==> config.mk <==
export PLATFORM = sky130hd
export DESIGN_NAME = rf_wb_arbiter_flat
export DESIGN_NICKNAME = d
export VERILOG_FILES = /design/src/rtl/rf_wb_arbiter_if.sv /design/src/rtl/rf_wb_arbiter.sv /design/src/flat_wrapper.sv
export SDC_FILE = /design/constraint.sdc
export NUM_CORES = 1
export LEC_CHECK = 0
export ABC_CLOCK_PERIOD_IN_PS = 8520
export CAP_MARGIN = 20
export CORE_MARGIN = 3
export CORE_UTILIZATION = 47
export CTS_CLUSTER_DIAMETER = 120
export DETAILED_ROUTE_END_ITERATION = 7
export GPL_ROUTABILITY_DRIVEN = 0
export PLACE_DENSITY_LB_ADDON = 0.25
export SYNTH_ARGS = -nofsm -noshare
export SYNTH_HDL_FRONTEND = slang
export SYNTH_SLANG_ARGS = --single-unit
==> constraint.sdc <==
create_clock -name clk -period 8.52 [get_ports clk]
set_clock_uncertainty 0.05 [all_clocks]
set_input_delay 2.13 -clock clk [delete_from_list [all_inputs] [get_ports clk]]
set_output_delay 2.13 -clock clk [all_outputs]
set_load 0.1 [all_outputs]
==> src/rtl/rf_wb_arbiter_if.sv <==
// rtl/rf_wb_arbiter_if.sv - writeback source handshakes and regfile write port
interface rf_wb_arbiter_if;
    logic        s0_valid;
    logic [4:0]  s0_rd;
    logic [31:0] s0_wdata;
    logic        s0_ready;
    logic        s1_valid;
    logic [4:0]  s1_rd;
    logic [31:0] s1_wdata;
    logic        s1_ready;
    logic        s2_valid;
    logic [4:0]  s2_rd;
    logic [31:0] s2_wdata;
    logic        s2_ready;
    logic [4:0]  rd;
    logic        rd_we;
    logic [31:0] rd_wdata;

    modport master (
        output s0_valid, s0_rd, s0_wdata,
        output s1_valid, s1_rd, s1_wdata,
        output s2_valid, s2_rd, s2_wdata,
        input  s0_ready, s1_ready, s2_ready,
        input  rd, rd_we, rd_wdata
    );

    modport slave (
        input  s0_valid, s0_rd, s0_wdata,
        input  s1_valid, s1_rd, s1_wdata,
        input  s2_valid, s2_rd, s2_wdata,
        output s0_ready, s1_ready, s2_ready,
        output rd, rd_we, rd_wdata
    );
endinterface

==> src/rtl/rf_wb_arbiter.sv <==
// rtl/rf_wb_arbiter.sv - round-robin regfile writeback arbiter with busy scoreboard
module rf_wb_arbiter (
    input  logic           clk,
    input  logic           rst,
    rf_wb_arbiter_if.slave wb,
    input  logic           sb_set,
    input  logic [4:0]     sb_set_rd,
    input  logic [4:0]     q_rs1,
    input  logic [4:0]     q_rs2,
    output logic           busy_rs1,
    output logic           busy_rs2
);
    logic [2:0]  src_valid;
    logic [4:0]  src_rd    [3];
    logic [31:0] src_wdata [3];

    logic [1:0]  ptr_q, ptr_d;
    logic [4:0]  rd_q, rd_d;
    logic        rd_we_q, rd_we_d;
    logic [31:0] rd_wdata_q, rd_wdata_d;
    logic [31:0] busy_q, busy_d;

    logic [2:0]  grant;
    logic        gnt_any;
    logic [1:0]  gnt_idx;
    logic [2:0]  cand_sum;
    logic [1:0]  cand;

    assign src_valid    = {wb.s2_valid, wb.s1_valid, wb.s0_valid};
    assign src_rd[0]    = wb.s0_rd;
    assign src_rd[1]    = wb.s1_rd;
    assign src_rd[2]    = wb.s2_rd;
    assign src_wdata[0] = wb.s0_wdata;
    assign src_wdata[1] = wb.s1_wdata;
    assign src_wdata[2] = wb.s2_wdata;

    // Search ptr, ptr+1, ptr+2 (mod 3); the first valid source wins.
    always_comb begin
        grant    = 3'b000;
        gnt_any  = 1'b0;
        gnt_idx  = 2'd0;
        cand_sum = 3'd0;
        cand     = 2'd0;
        for (int i = 0; i < 3; i++) begin
            cand_sum = {1'b0, ptr_q} + 3'(i);
            if (cand_sum >= 3'd3) begin
                cand_sum = cand_sum - 3'd3;
            end
            cand = cand_sum[1:0];
            if (!rst && !gnt_any && src_valid[cand]) begin
                gnt_any = 1'b1;
                gnt_idx = cand;
            end
        end
        if (gnt_any) begin
            grant[gnt_idx] = 1'b1;
        end
    end

    assign wb.s0_ready = grant[0];
    assign wb.s1_ready = grant[1];
    assign wb.s2_ready = grant[2];

    always_comb begin
        ptr_d      = ptr_q;
        rd_d       = rd_q;
        rd_wdata_d = rd_wdata_q;
        rd_we_d    = 1'b0;
        busy_d     = busy_q;
        if (gnt_any) begin
            ptr_d              = (gnt_idx == 2'd2) ? 2'd0 : gnt_idx + 2'd1;
            rd_d               = src_rd[gnt_idx];
            rd_wdata_d         = src_wdata[gnt_idx];
            rd_we_d            = (src_rd[gnt_idx] != 5'd0);
            busy_d[src_rd[gnt_idx]] = 1'b0;
        end
        // A new long-latency producer is younger than any retiring one.
        if (sb_set && sb_set_rd != 5'd0) begin
            busy_d[sb_set_rd] = 1'b1;
        end
        busy_d[0] = 1'b0;
    end

    always_ff @(posedge clk) begin
        if (rst) begin
            ptr_q      <= 2'd0;
            rd_q       <= 5'd0;
            rd_we_q    <= 1'b0;
            rd_wdata_q <= 32'd0;
            busy_q     <= 32'd0;
        end else begin
            ptr_q      <= ptr_d;
            rd_q       <= rd_d;
            rd_we_q    <= rd_we_d;
            rd_wdata_q <= rd_wdata_d;
            busy_q     <= busy_d;
        end
    end

    assign wb.rd       = rd_q;
    assign wb.rd_we    = rd_we_q;
    assign wb.rd_wdata = rd_wdata_q;

    // The registered write is not yet visible in the regfile, so it still counts as busy.
    assign busy_rs1 = (q_rs1 != 5'd0) && (busy_q[q_rs1] || (rd_we_q && rd_q == q_rs1));
    assign busy_rs2 = (q_rs2 != 5'd0) && (busy_q[q_rs2] || (rd_we_q && rd_q == q_rs2));
endmodule

==> src/flat_wrapper.sv <==
// flat-port wrapper written by rule: the top's interface ports become plain ports
module rf_wb_arbiter_flat 
  (clk, rst, sb_set, sb_set_rd, q_rs1, q_rs2, busy_rs1, busy_rs2, wb_s0_valid, wb_s0_rd, wb_s0_wdata, wb_s1_valid, wb_s1_rd, wb_s1_wdata, wb_s2_valid, wb_s2_rd, wb_s2_wdata, wb_s0_ready, wb_s1_ready, wb_s2_ready, wb_rd, wb_rd_we, wb_rd_wdata);
  rf_wb_arbiter_if wb_i ();
  input  logic clk;
  input  logic rst;
  input  logic sb_set;
  input  logic [4:0] sb_set_rd;
  input  logic [4:0] q_rs1;
  input  logic [4:0] q_rs2;
  output logic busy_rs1;
  output logic busy_rs2;
  input wire logic [$bits(wb_i.s0_valid)-1:0] wb_s0_valid;
  input wire logic [$bits(wb_i.s0_rd)-1:0] wb_s0_rd;
  input wire logic [$bits(wb_i.s0_wdata)-1:0] wb_s0_wdata;
  input wire logic [$bits(wb_i.s1_valid)-1:0] wb_s1_valid;
  input wire logic [$bits(wb_i.s1_rd)-1:0] wb_s1_rd;
  input wire logic [$bits(wb_i.s1_wdata)-1:0] wb_s1_wdata;
  input wire logic [$bits(wb_i.s2_valid)-1:0] wb_s2_valid;
  input wire logic [$bits(wb_i.s2_rd)-1:0] wb_s2_rd;
  input wire logic [$bits(wb_i.s2_wdata)-1:0] wb_s2_wdata;
  output wire logic [$bits(wb_i.s0_ready)-1:0] wb_s0_ready;
  output wire logic [$bits(wb_i.s1_ready)-1:0] wb_s1_ready;
  output wire logic [$bits(wb_i.s2_ready)-1:0] wb_s2_ready;
  output wire logic [$bits(wb_i.rd)-1:0] wb_rd;
  output wire logic [$bits(wb_i.rd_we)-1:0] wb_rd_we;
  output wire logic [$bits(wb_i.rd_wdata)-1:0] wb_rd_wdata;
  assign wb_i.s0_valid = wb_s0_valid;
  assign wb_i.s0_rd = wb_s0_rd;
  assign wb_i.s0_wdata = wb_s0_wdata;
  assign wb_i.s1_valid = wb_s1_valid;
  assign wb_i.s1_rd = wb_s1_rd;
  assign wb_i.s1_wdata = wb_s1_wdata;
  assign wb_i.s2_valid = wb_s2_valid;
  assign wb_i.s2_rd = wb_s2_rd;
  assign wb_i.s2_wdata = wb_s2_wdata;
  assign wb_s0_ready = wb_i.s0_ready;
  assign wb_s1_ready = wb_i.s1_ready;
  assign wb_s2_ready = wb_i.s2_ready;
  assign wb_rd = wb_i.rd;
  assign wb_rd_we = wb_i.rd_we;
  assign wb_rd_wdata = wb_i.rd_wdata;
  rf_wb_arbiter u_core (.clk(clk), .rst(rst), .wb(wb_i), .sb_set(sb_set), .sb_set_rd(sb_set_rd), .q_rs1(q_rs1), .q_rs2(q_rs2), .busy_rs1(busy_rs1), .busy_rs2(busy_rs2));
endmodule
# Word level (Yosys, flattened, before mapping)
# Index checks and enable logic that the tools add are counted.
dict set report totals {
  regBits 72
  latchBits 0
  mem_bits_rw 0
  romBits 0
  input_bits 132
  out_inout_bits 43
  wordCells 93
  mem_count 0
}
dict set report classes {
  n_addsub 6
  multipliers 0
  div 0
  n_lt_le_gt_ge 15
  eq_ne 3
  n_shift 0
  n_mux 35
  bitwise_logic 5
  reduce_logical 23
}
# cell count
set op_table {}
lappend op_table {{two-way mux 32 bit} 4}
lappend op_table {{binary-select mux 32 bit (select 2 bit)} 1}
lappend op_table {{bitwise AND 32 bit} 1}
lappend op_table {{inverter 32 bit} 1}
lappend op_table {{OR 32 bit} 1}
lappend op_table {{less-than comparator 5 x 6 -> 1 bit (second input constant)} 4}
lappend op_table {{nonzero test 5 bit} 4}
lappend op_table {{two-way mux 2 bit} 7}
lappend op_table {{logical AND 1 bit} 13}
lappend op_table {{less-than comparator 2 x 3 -> 1 bit (second input constant)} 4}
lappend op_table {{two-way mux 1 bit} 11}
lappend op_table {{binary-select mux 1 bit (select 5 bit)} 2}
lappend op_table {{binary-select mux 5 bit (select 2 bit)} 1}
lappend op_table {{demux 1 bit (select 5 bit)} 2}
lappend op_table {{== test 5 bit} 2}
lappend op_table {{greater-or-equal comparator 5 x 1 -> 1 bit (second input constant)} 2}
lappend op_table {{two-way mux 5 bit} 2}
lappend op_table {{binary-select mux 1 bit (select 2 bit)} 3}
lappend op_table {{greater-or-equal comparator 3 x 2 -> 1 bit (second input constant)} 2}
lappend op_table {{subtractor 2 bit (second input constant)} 3}
lappend op_table {{adder 2 x 1 -> 3 bit (second input constant)} 1}
lappend op_table {{adder 2 x 2 -> 3 bit (second input constant)} 1}
lappend op_table {{greater-or-equal comparator 3 bit (second input constant)} 1}
lappend op_table {{logical NOT 1 bit} 3}
lappend op_table {{10 further kinds} 11}

# Longest topological paths before layout
dict set report logic_depth {
  word_depth 27
  mapped_depth 12
  ltp_nobuf 8
}

# Least setup slack after synthesis
# OpenSTA, ideal clock, no wires.
dict set report synth_timing {
  path_type {input to output}
  from {input port q_rs1[0]}
  to {output port busy_rs1}
  arrival_ns 5.306
  required_ns 6.340
  path_slack_ns 1.034
  stages 7
  n_path_buf 1
  cell_sequence {buf_1 -> mux2_2 -> nand2_1 -> o21ai_0 -> mux4_2 -> o21ai_0 -> o21ai_0}
}
dict set report synth_between {
  elab_chain_len 4
  word_cells_on_any_way 7
  classes_between {eq/ne (1); mux (2); reduce/logical (4)}
}
# element line_no
set synth_lines {}
lappend synth_lines {{start: declaration} flat_wrapper.sv:9} ;# input logic [4:0] q_rs1;
lappend synth_lines {{binary-select mux 1 bit (select 5 bit) or == test 5 bit (tied branches)} rf_wb_arbiter.sv:105} ;# assign busy_rs1 = (q_rs1 != 5'd0) && (busy_q[q_rs1] || (rd_we_q && rd_q == q_rs1));
lappend synth_lines {{two-way mux 1 bit (not written as such) or logical AND 1 bit (tied branches)} rf_wb_arbiter.sv:105}
lappend synth_lines {{logical OR 1 bit} rf_wb_arbiter.sv:105}
lappend synth_lines {{logical AND 1 bit *} rf_wb_arbiter.sv:105}
lappend synth_lines {{end: declaration} flat_wrapper.sv:11} ;# output logic busy_rs1;
# Every way passes the cells marked *; elsewhere a longest branch is shown, timed or not. The select of a mux whose other input is x is not followed.

# Worst setup path after layout
# Ends and elaborated chain as after synthesis.

==> impl_results.md <==
- CTS buffer count: 9
- CTS resizes: 0
- First-pass GRT wire length: 22.8 mm
- Chip Height: 102 um
- Routed Antenna Nets: 0
- Setup Buffers After CTS: 0
- Top Ports: approximately 180
- Min Tclk post-route: roughly 7.5 ns
- Peak supply drop: about 0.14 mV
- Number of global-route vias before repair: between 4000 and 5000
- Placed inst area: slightly above 0.006 mm^2
- Ys async rst share: 0%
- Clk root buf: clkbuf_8
- Yosys Warn Count: 0
- Synth Area per Inst: 8.74 um^2
- Starting DRT DRC Count: between 300 and 400
- Least-Margin Pin Slew: about 1.0 ns
- CTS H-tree lvls: 3
- Final hold vios: 0
- CP arrival: between 5 and 6 ns
- Global route overflow: 0
- MaxCap Viol Count: 0
- Core Rows: 34
- Ant diodes: 0
- Initial antenna violation count: 0
- Overall routing resource usage: ~28%
- Reg area: 0.00142 mm^2
- Clock-pin transition on the worst setup and hold timing paths: about 0.080 ns
- Post-DR vias/cell: about 6.3
- Routed wire length per instance: 19.7 um
- Largest net degree at the start of global routing: just under 60
- Post-Synthesis Cell Area: between 0.004 and 0.005 mm^2
- Tot Pwr: about 1.2 mW
- PortBufs: 174
- Die span in x: between 100 and 150 um
- Core area: a little under 0.009 mm^2
- Static Leak: 2.17 nW
- Share of the clock period used by the worst path: between 80% and 90%
- Pre-CTS WS: approximately 0.99 ns
- Area occupied by multi-input gates: approximately 0.0027 mm^2
- TritonCTS clock tree: done
- Drt first pass iters: 5
- Yosys reg bits: 71
- Number of flops mapped to enable cells by yosys: 0
- Vias: 4733
- Sequential element share of the synthesized area: about a third
- Worst Hold Class: flop to flop
- # DRC: 0
- Synthesized net count: around 630
- Status: finished clean
- Detailed placer's ending HPWL: between 10 and 15 mm
- Critical path class: input pin to output port
- RSZ-0062 raised after global routing: false
- Synth unique cells: 55
- CTS Buffer Depth: 2
- Starting density of the core: between 40% and 50%
- Hold_ws: 0.452 ns
- Setup TNS: 0 ns
- Synth Instances: between 400 and 500
- Design area: about 0.0063 mm^2
- Top_reg_cell synth: dfxtp_1
- Die area: roughly 0.010 mm^2
- Element type at the critical path end: output port
- Fillers: around 700
- Drt total wl: approximately 15 mm
- PwrDens: around 200 mW/mm^2
- Max-slew violation count: 0
- CTS sink count: 71
- Nets: 780
- Slew HR: 31.3%
- Worst EP required: 6.34 ns
- Endpoints failing setup: 0
- Max Clock Freq: between 100 and 150 MHz
- CTS Hold Bufs: 0
- Worst setup slack after layout: a little over 1 ns
- Layout area overhead: 44.6%
- Crit-path max FO: 11
- CP Launch Type: input pin
- Clock Latency Late Sink: about 0.34 ns
- Share of cells above drive strength 1: around a tenth
final timing paths:
kind	from	to	cells after the start	slack, ns
setup reg to reg	u_core.ptr_q[1]$_SDFFE_PP0N_	u_core.busy_q[27]$_SDFF_PP0_	9	4.68
hold reg to reg	u_core.wb.rd_wdata[8]$_SDFFE_PP0N_	u_core.wb.rd_wdata[8]$_SDFFE_PP0N_	2	0.45
hold / removal	u_core.wb.rd_wdata[8]$_SDFFE_PP0N_	u_core.wb.rd_wdata[8]$_SDFFE_PP0N_	2	0.45
setup / recovery	q_rs1[0]	busy_rs1	6	1.01
cell usage after synthesis, drive strengths merged, types with 2 or more instances:
library cell | number | area, um^2
nand3 | 21 | 105
and3 | 2 | 12.5
clkbuf | 28 | 105
o21a | 2 | 15.0
a22oi | 15 | 113
o311a | 3 | 31.3
o211ai | 5 | 37.5
o311ai | 5 | 114
xnor2 | 2 | 17.5
nor4 | 5 | 52.6
a21oi | 21 | 105
mux4 | 18 | 405
nand2 | 27 | 101
a222oi | 17 | 170
nor4b | 5 | 95.1
and4 | 2 | 17.5
nand2b | 4 | 25.0
a311oi | 15 | 131
o31ai | 5 | 37.5
dfxtp | 71 | 1420
o21ai | 9 | 45.0
a211oi | 34 | 255
nor3 | 33 | 165
or4 | 2 | 15.0
xor2 | 8 | 70.1
buf | 16 | 104
nor2b | 5 | 31.3
or2 | 2 | 12.5
inv | 11 | 41.3
mux2 | 2 | 22.5
a21boi | 2 | 15.0
nor2 | 88 | 330
ha | 3 | 37.5
kinds of logic after synthesis:
group	count (synthesis)	synth area share, %
AND/OR/NAND/NOR	201	23.0
AO/OA/AOI/OAI	138	25.7
flip-flops	71	32.6
buffers and inverters	55	5.74
multiplexers	21	10.0
XOR/XNOR	10	2.01
adder cells (fa/ha/maj)	3	0.861
stage by stage:
step	utilization (%)	std cells
floorplan	-	499
global placement	68.8	742
detailed placement	68.8	742
CTS	71.2	757
global route	71.2	757
finish	71.2	757
layout make-up:
cell class / instances / area share, %
clock buffer: 10 / 2.18
clock inverter: 5 / 1.31
inverter: 11 / 0.655
multi-input combinational: 373 / 42.9
sequential: 71 / 22.5
tap: 108 / 2.14
timing repair buffer: 179 / 28.2
sequential cells by signal, summed over array words and instances, names as in the netlist:
name and flops:
u_core.ptr_q 2, u_core.wb.rd 5, u_core.wb.rd_we 1, u_core.wb.rd_wdata 32, u_core.busy_q 31
power by group:
group | internal (mW) | total, mW | switching, mW | leakage [nW]
registers | 0.361 | 0.381 | 0.0202 | 0.581
logic | 0.182 | 0.559 | 0.377 | 1.48
clock network | 0.172 | 0.302 | 0.130 | 0.112
total | 0.715 | 1.24 | 0.528 | 2.17
routing by layer:
metal | GRT usage [%] | vias to the layer above | part of all wire, %
li1 | - | 2207 | -
met1 | 32.5 | 2216 | 38
met2 | 47.7 | 263 | 50
met3 | 7.30 | 47 | 8.9
met4 | 11.6 | 0 | 3.4
met5 | 0 | - | 0
cell usage in the layout (no fill, tap or decap), types with 5 or more instances in the layout:
master and instances:
o21ai_0 9, mux4_2 18, nor2b_1 5, a222oi_1 17
nor3_1 33, a211oi_1 34, clkbuf_8 10, nand2_1 27
o211ai_1 5, nand3_1 21, xor2_1 8, a21oi_1 21
a311oi_1 15, buf_4 7, o31ai_1 5, dfxtp_1 71
inv_1 11, a22oi_1 15, clkdlybuf4s50_1 170, nor2_1 87
worst max-delay path, cell delays in order:
cell	delay (ns)
clkdlybuf4s50_1	0.86
mux4_2	0.58
mux4_2	0.48
o21ai_0	0.15
o21ai_0	0.13
clkdlybuf4s50_1	1.00
(Power assumes the default switching activity.)
